### src/rtl/mem_arbiter_pkg.sv
// Shared types and default widths for the instruction/data memory arbiter.
package mem_arb_pkg;

  localparam int ADDR_W_DEF = 32;
  localparam int DATA_W_DEF = 32;
  localparam int CNT_W_DEF  = 32;

  typedef enum logic [2:0] {
    IDLE   = 3'd0,
    D_REQ  = 3'd1,
    D_WAIT = 3'd2,
    I_REQ  = 3'd3,
    I_WAIT = 3'd4,
    DONE   = 3'd5
  } arb_state_t;

endpackage

### src/rtl/mem_arbiter_if.sv
// Backing-memory request/response bus; the arbiter is master, the memory is slave.
interface mem_arbiter_if #(
  parameter int ADDR_W = 32,
  parameter int DATA_W = 32
);
  logic              mem_req;
  logic              mem_we;
  logic [ADDR_W-1:0] mem_addr;
  logic [DATA_W-1:0] mem_wdata;
  logic              mem_gnt;
  logic              mem_rvalid;
  logic [DATA_W-1:0] mem_rdata;

  modport master (
    output mem_req, mem_we, mem_addr, mem_wdata,
    input  mem_gnt, mem_rvalid, mem_rdata
  );

  modport slave (
    input  mem_req, mem_we, mem_addr, mem_wdata,
    output mem_gnt, mem_rvalid, mem_rdata
  );
endinterface

### src/rtl/mem_arbiter.sv
// Serialises the MEM-stage data access and the instruction fetch onto one
// single-ported memory, one outstanding transaction at a time, data first.
module mem_arbiter
  import mem_arb_pkg::*;
#(
  parameter int ADDR_W = ADDR_W_DEF,
  parameter int DATA_W = DATA_W_DEF,
  parameter int CNT_W  = CNT_W_DEF
) (
  input  logic              clk,
  input  logic              rst,
  input  logic              if_req,
  input  logic [ADDR_W-1:0] if_addr,
  output logic [DATA_W-1:0] if_rdata,
  output logic              if_done,
  input  logic              dm_read,
  input  logic              dm_write,
  input  logic [ADDR_W-1:0] dm_addr,
  input  logic [DATA_W-1:0] dm_wdata,
  output logic [DATA_W-1:0] dm_rdata,
  output logic              dm_done,
  output logic              stall,
  mem_arbiter_if.master     mem,
  output logic [CNT_W-1:0]  stall_cnt
);

  arb_state_t        state_q, state_d;
  logic              mem_req_q, mem_req_d;
  logic              mem_we_q, mem_we_d;
  logic [ADDR_W-1:0] mem_addr_q, mem_addr_d;
  logic [DATA_W-1:0] mem_wdata_q, mem_wdata_d;
  logic              has_d_q, has_d_d;     // data port is being served
  logic              need_i_q, need_i_d;   // fetch port is being served
  logic [ADDR_W-1:0] i_addr_q, i_addr_d;   // fetch address parked behind a data access
  logic [DATA_W-1:0] if_rdata_q, if_rdata_d;
  logic [DATA_W-1:0] dm_rdata_q, dm_rdata_d;
  logic [CNT_W-1:0]  stall_cnt_q, stall_cnt_d;
  logic              dm_any;

  assign dm_any = dm_read | dm_write;

  // State and datapath registers; reset aborts any in-flight transaction.
  always_ff @(posedge clk or posedge rst) begin
    if (rst) begin
      state_q     <= IDLE;
      mem_req_q   <= 1'b0;
      mem_we_q    <= 1'b0;
      mem_addr_q  <= '0;
      mem_wdata_q <= '0;
      has_d_q     <= 1'b0;
      need_i_q    <= 1'b0;
      i_addr_q    <= '0;
      if_rdata_q  <= '0;
      dm_rdata_q  <= '0;
      stall_cnt_q <= '0;
    end else begin
      state_q     <= state_d;
      mem_req_q   <= mem_req_d;
      mem_we_q    <= mem_we_d;
      mem_addr_q  <= mem_addr_d;
      mem_wdata_q <= mem_wdata_d;
      has_d_q     <= has_d_d;
      need_i_q    <= need_i_d;
      i_addr_q    <= i_addr_d;
      if_rdata_q  <= if_rdata_d;
      dm_rdata_q  <= dm_rdata_d;
      stall_cnt_q <= stall_cnt_d;
    end
  end

  // Next state: data access first, then the fetch, then one advancing cycle.
  always_comb begin
    state_d = state_q;
    case (state_q)
      IDLE:    if (dm_any) state_d = D_REQ;
               else if (if_req) state_d = I_REQ;
      D_REQ:   if (mem.mem_gnt) state_d = D_WAIT;
      D_WAIT:  if (mem.mem_rvalid) state_d = need_i_q ? I_REQ : DONE;
      I_REQ:   if (mem.mem_gnt) state_d = I_WAIT;
      I_WAIT:  if (mem.mem_rvalid) state_d = DONE;
      DONE:    state_d = IDLE;
      default: state_d = IDLE;
    endcase
  end

  // Request latch, memory request registers, read-data capture and counter.
  always_comb begin
    mem_req_d   = (state_d == D_REQ) || (state_d == I_REQ);
    mem_we_d    = mem_we_q;
    mem_addr_d  = mem_addr_q;
    mem_wdata_d = mem_wdata_q;
    has_d_d     = has_d_q;
    need_i_d    = need_i_q;
    i_addr_d    = i_addr_q;
    if_rdata_d  = if_rdata_q;
    dm_rdata_d  = dm_rdata_q;
    case (state_q)
      IDLE: begin
        if (dm_any) begin
          mem_addr_d  = dm_addr;
          mem_wdata_d = dm_wdata;
          mem_we_d    = dm_write;
          has_d_d     = 1'b1;
          need_i_d    = if_req;
          i_addr_d    = if_addr;
        end else if (if_req) begin
          mem_addr_d  = if_addr;
          mem_we_d    = 1'b0;
          has_d_d     = 1'b0;
          need_i_d    = 1'b1;
        end
      end
      D_WAIT: begin
        if (mem.mem_rvalid) begin
          // a store acknowledge carries no data worth keeping
          if (!mem_we_q) dm_rdata_d = mem.mem_rdata;
          if (need_i_q) begin
            mem_addr_d = i_addr_q;
            mem_we_d   = 1'b0;
          end
        end
      end
      I_WAIT: if (mem.mem_rvalid) if_rdata_d = mem.mem_rdata;
      default: ;
    endcase
    stall_cnt_d = stall_cnt_q;
    if (stall && !(&stall_cnt_q)) stall_cnt_d = stall_cnt_q + {{(CNT_W-1){1'b0}}, 1'b1};
  end

  // Outputs: stall is combinational in IDLE so the requesting cycle freezes too.
  always_comb begin
    stall   = ((state_q != IDLE) && (state_q != DONE)) ||
              ((state_q == IDLE) && (if_req | dm_any));
    if_done = (state_q == DONE) && need_i_q;
    dm_done = (state_q == DONE) && has_d_q;
  end

  assign mem.mem_req   = mem_req_q;
  assign mem.mem_we    = mem_we_q;
  assign mem.mem_addr  = mem_addr_q;
  assign mem.mem_wdata = mem_wdata_q;
  assign if_rdata      = if_rdata_q;
  assign dm_rdata      = dm_rdata_q;
  assign stall_cnt     = stall_cnt_q;

endmodule

### src/flat_wrapper.sv
// flat-port wrapper written by rule: the top's interface ports become plain ports
module mem_arbiter_flat import mem_arb_pkg::*;
#(
  parameter int ADDR_W = ADDR_W_DEF,
  parameter int DATA_W = DATA_W_DEF,
  parameter int CNT_W  = CNT_W_DEF
)
  (clk, rst, if_req, if_addr, if_rdata, if_done, dm_read, dm_write, dm_addr, dm_wdata, dm_rdata, dm_done, stall, stall_cnt, mem_mem_req, mem_mem_we, mem_mem_addr, mem_mem_wdata, mem_mem_gnt, mem_mem_rvalid, mem_mem_rdata);
  mem_arbiter_if #(.ADDR_W(ADDR_W), .DATA_W(DATA_W)) mem_i ();
  input  logic clk;
  input  logic rst;
  input  logic if_req;
  input  logic [ADDR_W-1:0] if_addr;
  output logic [DATA_W-1:0] if_rdata;
  output logic if_done;
  input  logic dm_read;
  input  logic dm_write;
  input  logic [ADDR_W-1:0] dm_addr;
  input  logic [DATA_W-1:0] dm_wdata;
  output logic [DATA_W-1:0] dm_rdata;
  output logic dm_done;
  output logic stall;
  output logic [CNT_W-1:0] stall_cnt;
  output wire logic [$bits(mem_i.mem_req)-1:0] mem_mem_req;
  output wire logic [$bits(mem_i.mem_we)-1:0] mem_mem_we;
  output wire logic [$bits(mem_i.mem_addr)-1:0] mem_mem_addr;
  output wire logic [$bits(mem_i.mem_wdata)-1:0] mem_mem_wdata;
  input wire logic [$bits(mem_i.mem_gnt)-1:0] mem_mem_gnt;
  input wire logic [$bits(mem_i.mem_rvalid)-1:0] mem_mem_rvalid;
  input wire logic [$bits(mem_i.mem_rdata)-1:0] mem_mem_rdata;
  assign mem_mem_req = mem_i.mem_req;
  assign mem_mem_we = mem_i.mem_we;
  assign mem_mem_addr = mem_i.mem_addr;
  assign mem_mem_wdata = mem_i.mem_wdata;
  assign mem_i.mem_gnt = mem_mem_gnt;
  assign mem_i.mem_rvalid = mem_mem_rvalid;
  assign mem_i.mem_rdata = mem_mem_rdata;
  mem_arbiter #(.ADDR_W(ADDR_W), .DATA_W(DATA_W), .CNT_W(CNT_W)) u_core (.clk(clk), .rst(rst), .if_req(if_req), .if_addr(if_addr), .if_rdata(if_rdata), .if_done(if_done), .dm_read(dm_read), .dm_write(dm_write), .dm_addr(dm_addr), .dm_wdata(dm_wdata), .dm_rdata(dm_rdata), .dm_done(dm_done), .stall(stall), .mem(mem_i), .stall_cnt(stall_cnt));
endmodule
### config.mk
export PLATFORM = sky130hd
export DESIGN_NAME = mem_arbiter_flat
export DESIGN_NICKNAME = d
export VERILOG_FILES = /design/src/rtl/mem_arbiter_pkg.sv /design/src/rtl/mem_arbiter_if.sv /design/src/rtl/mem_arbiter.sv /design/src/flat_wrapper.sv
export SDC_FILE = /design/constraint.sdc
export NUM_CORES = 1
export LEC_CHECK = 0
export ABC_AREA = 1
export CELL_PAD_IN_SITES_DETAIL_PLACEMENT = 0
export CELL_PAD_IN_SITES_GLOBAL_PLACEMENT = 1
export CORE_ASPECT_RATIO = 0.6
export CORE_MARGIN = 2
export CORE_UTILIZATION = 30
export DETAILED_ROUTE_END_ITERATION = 10
export PLACE_DENSITY = 0.79
export SYNTH_ARGS = -nofsm -noshare
export SYNTH_HDL_FRONTEND = slang
export SYNTH_SLANG_ARGS = --single-unit
### constraint.sdc
create_clock -name clk -period 5.53 [get_ports clk]
set_input_delay 0.553 -clock clk [delete_from_list [all_inputs] [get_ports clk]]
set_output_delay 0.553 -clock clk [all_outputs]
set_load 0.03 [all_outputs]
---- After elaboration in Yosys (flattened, before gate mapping) ----
Cells that the tools add are included.
storage, ports and cells
  register bits ........................... 199
  input bits .............................. 135
  logic and storage cells ................. 65
  output and inout port bits .............. 165
cells by class
  reductions and logical operators ........ 18
  add/subtract/negate cells ............... 1
  mux-type cells .......................... 21
  eq/ne operators ......................... 11
  bitwise logic cells ..................... 3
operators by type and width
  kind                   count
  $mux 32                4
  $pmux 32 s2            1
  $add 32x1->32 const B  1
  $reduce_and 32->1      1
  $mux 3                 7
  $pmux 3 s5             1
  $eq 3x2->1 const B     3
  $mux 1                 7
  $eq 3x1->1 const B     2
  $eq 3x3->1 const B     2
  $reduce_and 2->1       3
  $logic_and 1x1->1      5
  $reduce_and 4->1       1
  $reduce_bool 2->1      2
  $logic_not 3->1        1
  $ne 3x2->1 const B     1
  $ne 3x3->1 const B     1
  $reduce_and 3->1       1
  $reduce_bool 3->1      1
  $logic_or 1x1->1       2
  $ne 2x1->1 const B     1
  $ne 2x2->1 const B     1
  $or 1x1->1             2
  $pmux 1 s2             1
  other kinds (2)        2

---- Logic depth before layout (Yosys ltp) ----
Gate-level depths: netlist of run 1.
  word-level depth ........................ 5
  depth in mapped cells ................... 11
  depth with buffers taken out ............ 10

---- Worst setup path before layout of run 1 ----
OpenSTA, ideal clock, no wires.
  path kind ............................... reg2reg
  from .................................... register u_core.stall_cnt_q[0], in the netlist u_core.stall_cnt[0]
  to ...................................... register u_core.stall_cnt_q[10], in the netlist u_core.stall_cnt[10]
  clock period less this slack ............ 1868 ps
  arrival time ............................ 1751 ps
  library setup time ...................... 117 ps
  slack ................................... 3662 ps
  path buffers ............................ 1
  cell stages (with the launch flop) ...... 12
  required time ........................... 5413 ps
  cell sequence ........................... dfrtp_1 -> ha_1 -> nand2_2 -> nor2_4 -> nand2_4 -> nor2_4 -> nand2_2 -> nand2_4 -> inv_4 -> buf_6 -> nand2_1 -> nand2_1
between the ends
  word-level cells in the longest chain between the ends .. 3
  elaborated cells on any way between the ends .. 4
  those cells by class .................... add/sub (1); reduce/logical (3)
ends and longest elaborated chain
  item                                                                   RTL line           text
  from (decl)                                                            mem_arbiter.sv:37  logic [CNT_W-1:0] stall_cnt_q, stall_cnt_d;
  from (signal assigned)                                                 mem_arbiter.sv:67  stall_cnt_q <= stall_cnt_d;
  parallel branches: the longest is 3 deep, another holds $add 32x1->32  n/a
Parallel ways; which one is timed is not known.
A chain may end at the register's enable or synchronous reset.

---- Worst setup path after layout of run 1 ----
  from .................................... input dm_write
  to ...................................... output stall
between the ends
  word-level cells in the longest chain between the ends .. 4
ends and longest elaborated chain
  item               RTL line            text
  from (decl)        flat_wrapper.sv:17  input logic dm_write;
  $or 1x1->1         mem_arbiter.sv:40   assign dm_any = dm_read | dm_write;
  $or 1x1->1         mem_arbiter.sv:133  ((state_q == IDLE) && (if_req | dm_any));
  $logic_and 1x1->1  mem_arbiter.sv:133
  $logic_or 1x1->1   mem_arbiter.sv:132  stall = ((state_q != IDLE) && (state_q != DONE)) ||
  to (decl)          flat_wrapper.sv:22  output logic stall;
No other way between the ends.

==> results.py, run 1 <==
metrics = {
    "power": {
        "finalPower_mw": 7.40,
        "leakagePower_nw": 6.19,
        "powerDensity_mw_per_mm2": 560,
        "peakVddDrop_v": 0.000344,
    },
    "setup_path": {
        "reg2reg_to": "u_core.dm_rdata[8]",
        "r2r_slack_ns": 2.88,
        "crit_type": "in -> out",
        "cp_max_fo": 66,
        "reg2reg_from": "u_core.state_q[2]",
        "cp-end-kind": "output port",
        "startpoint_type": "input port",
        "arrival_ns": 2.60,
        "ff2ff_path_depth": 5,
        "cp.required_ns": 4.98,
    },
    "floorplanning": {
        "fp.dieH_microns": 140,
        "die_area_sq_mm": 0.0322,
        "ios": 300,
        "core-area_sq_mm": 0.0301,
        "num_rows": 49,
        "initial_core_util": 0.306,
        "die_x_microns": 230,
    },
    "sta": {
        "fmax_ghz": 0.317,
        "slew_violations": 0,
        "tightestPinTransition_ns": 1.03,
        "timing.slew.headroom": 0.314,
        "finalWorstSetupSlack_ns": 2.38,
        "finalSetupViolCount": 0,
        "skew_ns": 0.0135,
        "finalHoldViolations": 0,
        "hold-worst-slack_ns": 0.468,
        "tns_ns": 0,
        "rsz0062_at_grt": "false",
        "fin_crit_sh": 0.570,
        "period_needed_ns": 3.15,
    },
    "clock_tree": {
        "cts_setup_buffers": 0,
        "numCtsBuffers": 17,
        "cts_sinks": 199,
        "cts.repair.resized": 0,
        "worstSkewPairLatency_ns": 0.45,
        "ctsHoldBuffers": 0,
        "clk_pin_slew_ns": 0.08,
        "cts_max_level": 4,
        "cts_root_buf": "clkbuf_16",
        "clock_path_buffers": 2,
        "cts_tree": "built",
    },
    "logic_synthesis": {
        "avgSynthCellArea_sq_um": 7.67,
        "synth_cell_types": 28,
        "synth_nets": 1339,
        "syn_area_sq_mm": 0.00923,
        "yosysWarnings": 0,
        "synth_seq_cells": 199,
        "ys_seq_area_frac": 0.540,
        "synth_cells": 1203,
    },
    "layout": {
        "final_common_cell": "nand2_1",
        "drive_gt1_frac": 0.0423,
        "stdcell_area_sq_mm": 0.0132,
        "layout_common_cells": "nand2_1 (554), clkdlybuf4s50_1 (299), dfrtp_1 (199), o21ai_0 (157), inv_1 (101)",
        "nets": 1612,
        "fin_util": 0.439,
        "final_cells": 1898,
        "area_delta_synth_final_pct": 43.1,
    },
    "drt": {
        "firstDrtPassIters": 5,
        "vias": 8308,
        "via_per_inst": 4.38,
        "drt_iter0_markers": 570,
        "wirelength_mm": 28.5,
        "drc": 0,
        "wl_per_cell_microns": 15.0,
        "postRouteAntennaNets": 0,
    },
    "placement": {
        "placedCellCount": 1865,
        "port_buffers": 299,
        "placed_area_sq_mm": 0.0126,
        "finalWeightedCongestion": 0.837,
        "place_ws_ns": 1.95,
        "dp.final_hpwl_mm": 20.5,
    },
    "global_route": {
        "grt_pass1_vias": 7920,
        "grt_pass1_wl_mm": 45.3,
        "track_usage": 0.180,
        "overflow": 0,
        "grt_max_degree": 105,
        "antenna_found_initial": 2,
    },
    "status": {
        "outcome": "finished, final reports clean",
    },
    "run": {
        "max_cap_viol_count": 0,
    },
    "worst_hold_path": {
        "worstHoldPathType": "in -> async",
    },
}
## worst max path at each step
stage,from,endpoint,cells after the start
floorplan,rst,u_core.dm_rdata[0],1
global placement,dm_write,u_core.mem.mem_addr[22],10
detailed placement,dm_write,u_core.mem.mem_addr[8],10
CTS,dm_write,stall,7
global route,dm_write,u_core.mem.mem_addr[22],10
finish,dm_write,stall,7
## critical path, stage by stage
cell	delay, ns
clkdlybuf4s50_1	0.46
nor2_4	0.11
buf_4	0.50
nand2_1	0.10
nand2_1	0.10
nand2_2	0.12
clkdlybuf4s50_1	0.65
## cells by family after synthesis
group / share of synthesized area
and+or+nand+nor: 0.281
DFF: 0.540
AOI/OAI and AO/OA: 0.0932
buffers and inverters: 0.0723
xor gates and xnor gates: 0.0123
adders and majority gates: 0.00136
## cell type report
cell class	instances	area, sq um
repair buffers	306	3060
clock buffers	17	425
flip-flops and latches	199	4980
clock inverters	15	216
well taps	408	510
diodes	1	2.50
inverters	108	412
fillers	3015	16900
multi-input cells	844	3600
## where the power goes
part / internal, mW / total [mW] / leakage, nW / switching (mW)
sequential: 2.07 / 2.46 / 2.52 / 0.388
combinational: 1.30 / 3.56 / 3.36 / 2.26
clock: 0.735 / 1.37 / 0.310 / 0.639
## synth_stat cells (all sizes together)
master / number / share of area
nand3b: 1 / 0.0012
xor2: 9 / 0.0085
o21ai: 169 / 0.092
nand2: 562 / 0.23
ha: 1 / 0.0014
dfrtp: 199 / 0.54
nor2: 66 / 0.030
clkbuf: 19 / 0.0079
inv: 108 / 0.044
nor3: 2 / 0.0011
o21a: 1 / 0.00081
xnor2: 4 / 0.0038
nand4: 5 / 0.0034
nand3: 23 / 0.013
o22ai: 1 / 0.00068
buf: 33 / 0.020
## per-layer routing
layer	vias up	GRT usage	share of wire
met5	-	0	0.00046
met4	2	0.0503	0.014
met3	25	0.0615	0.080
met2	216	0.252	0.41
met1	3816	0.263	0.50
li1	4249	-	-
## registers in the layout, indices dropped and copies added (netlist names)
| register | flops |
|---|---|
| u_core.dm_rdata | 32 |
| u_core.i_addr_q | 32 |
| u_core.if_rdata | 32 |
| u_core.mem.mem_addr | 32 |
| u_core.mem.mem_wdata | 32 |
| u_core.stall_cnt | 32 |
| u_core.state_q | 3 |
| u_core.has_d_q | 1 |
| u_core.mem.mem_req | 1 |
| u_core.mem.mem_we | 1 |
| u_core.need_i_q | 1 |
Power figures use the tool's default switching activity.
==> inputs of run 2 (changes only) <==
- clock period: 5.53 -> 2.89 ns (I/O delays scaled with it)
==> run 2 against run 1 <==
Effect of this change:
- power is 90% higher
- wire length is 0.69% lower
- final area is 0.38% higher
- sequential share of layout area is 0.14 points lower
- hold slack worse by 0.32 ns
- global-route usage is 0.14 points lower
- clock skew hardly changed
- final cell count is 0.26% higher
- critical path depth is 1 lower
- register-to-register slack worse by 2.1 ns
- highest routed layer unchanged
==> results.py, run 2 (synthesis gave the netlist of run 1 again) <==
metrics = {
    "global_route": {
        "grt_pass1_wl_mm": 45.0,
        "track_usage": 0.179,
        "overflow": 0,
        "grt_pass1_vias": 8039,
        "antenna_found_initial": 1,
        "grt_max_degree": 92,
    },
    "drt": {
        "via_per_inst": 4.38,
        "wl_per_cell_microns": 14.9,
        "firstDrtPassIters": 5,
        "drc": 0,
        "wirelength_mm": 28.3,
        "drt_iter0_markers": 608,
        "vias": 8334,
        "postRouteAntennaNets": 0,
    },
    "layout": {
        "layout_common_cells": "nand2_1 (554), clkdlybuf4s50_1 (299), dfrtp_1 (199), o21ai_0 (157), inv_1 (101)",
        "antennaDiodeCount": 0,
        "area_delta_synth_final_pct": 43.6,
        "drive_gt1_frac": 0.0462,
        "nets": 1618,
        "final_common_cell": "nand2_1",
    },
    "setup_path": {
        "crit_type": "reg -> out",
        "startpoint_type": "register",
        "crit_path_cell_trace": "nor2_2, nand2_2, inv_2, nand2_1, nand2_2, clkdlybuf4s50_1",
        "ff2ff_path_depth": 10,
        "cp-end-kind": "output port",
        "reg2reg_to": "u_core.stall_cnt[30]",
        "crit_family": "buffers and inverters",
        "crit_buf_inv": 2,
        "r2r_slack_ns": 0.77,
        "cp_max_fo": 6,
        "slowest_stage": "clkdlybuf4s50_1",
        "slowest_delay_ns": 0.72,
        "arrival_ns": 2.25,
        "crit_path_frequent_cell": "nand2_2",
        "reg2reg_from": "u_core.stall_cnt[0]",
        "cp.required_ns": 2.60,
        "cp-startpoint": "u_core.state_q[1]",
    },
    "floorplanning": {
        "die_x_microns": 230,
        "ios": 300,
        "die_area_sq_mm": 0.0322,
        "core-area_sq_mm": 0.0301,
        "num_rows": 49,
        "initial_core_util": 0.306,
        "fp.dieH_microns": 140,
    },
    "clock_tree": {
        "cts_sinks": 199,
        "clk_pin_slew_ns": 0.08,
        "clock_path_buffers": 2,
        "cts.repair.resized": 0,
        "worstSkewPairLatency_ns": 0.45,
        "cts_root_buf": "clkbuf_16",
        "cts_tree": "built",
        "numCtsBuffers": 17,
        "cts_max_level": 4,
        "cts_setup_buffers": 0,
        "ctsHoldBuffers": 0,
    },
    "sta": {
        "tns_ns": 0,
        "timing.slew.headroom": 0.570,
        "skew_ns": 0.0132,
        "rsz0062_at_grt": "false",
        "fin_crit_sh": 0.879,
        "tightestPinTransition_ns": 0.645,
        "finalHoldViolations": 0,
        "finalSetupViolCount": 0,
        "period_needed_ns": 2.54,
        "slew_violations": 0,
        "hold-worst-slack_ns": 0.150,
        "fmax_ghz": 0.394,
    },
    "worst_hold_path": {
        "worstHoldPathType": "in -> async",
    },
    "placement": {
        "dp.final_hpwl_mm": 20.7,
        "finalWeightedCongestion": 0.841,
        "port_buffers": 299,
    },
    "run": {
        "max_cap_viol_count": 0,
    },
    "power": {
        "leakagePower_nw": 6.22,
        "powerDensity_mw_per_mm2": 1060,
        "peakVddDrop_v": 0.000513,
    },
    "status": {
        "outcome": "finished, final reports clean",
    },
}
==> run 2: changes by cell type in the layout (fill, tap and decap cells not counted) <==
cell,previous run,this run
buf_4,6,9
bufinv_16,3,1
inv_8,3,2
clkinv_8,2,4
buf_12,1,4
diode_2,1,0
clkinv_4,4,5
==> run 2: worst max-delay path by stage <==
stage | cells past startpoint | slack [ns] | endpoint
floorplan | 1 | 0.03 | u_core.dm_rdata[0]
global placement | 6 | 0.67 | stall
detailed placement | 6 | 0.65 | stall
CTS | 6 | 0.31 | stall
global route | 6 | 0.24 | stall
finish | 6 | 0.35 | stall
==> run 2: stage by stage <==
stage | total power [mW] | instances | setup slack [ns] | area [sq um] | util
6_report | 14.0 | 1903 | 0.350 | 13300 | 0.440
5_1_grt | 15.0 | 1903 | 0.239 | 13300 | 0.440
2_1_floorplan | 8.75 | 1203 | 0.0267 | 9230 | -
4_1_cts | 14.2 | 1903 | 0.312 | 13300 | 0.440
3_5_place_dp | 11.6 | 1871 | 0.653 | 12600 | 0.420
3_3_place_gp | 11.6 | 1871 | 0.670 | 12600 | 0.420
==> run 2: final cells by class <==
cell class              count  area, sq um
clock buffers              17          425
clock inverters            15          186
fillers                  2989        16900
inverters                 108          412
multi-input cells         844         3600
flip-flops and latches    199         4980
well taps                 408          510
repair buffers            312         3140
==> run 2: report_power, final <==
part	internal (mW)	switching, mW
Sequential	3.97	0.709
Clock	1.24	1.24
Combinational	2.53	4.34
==> run 2: metal layers <==
metal | GRT usage | vias to the layer above | wire, microns
met5 | 0 | - | 12
met4 | 0.0418 | 2 | 294
met3 | 0.0764 | 21 | 2580
met2 | 0.243 | 216 | 11500
met1 | 0.259 | 3834 | 14000
li1 | - | 4261 | -
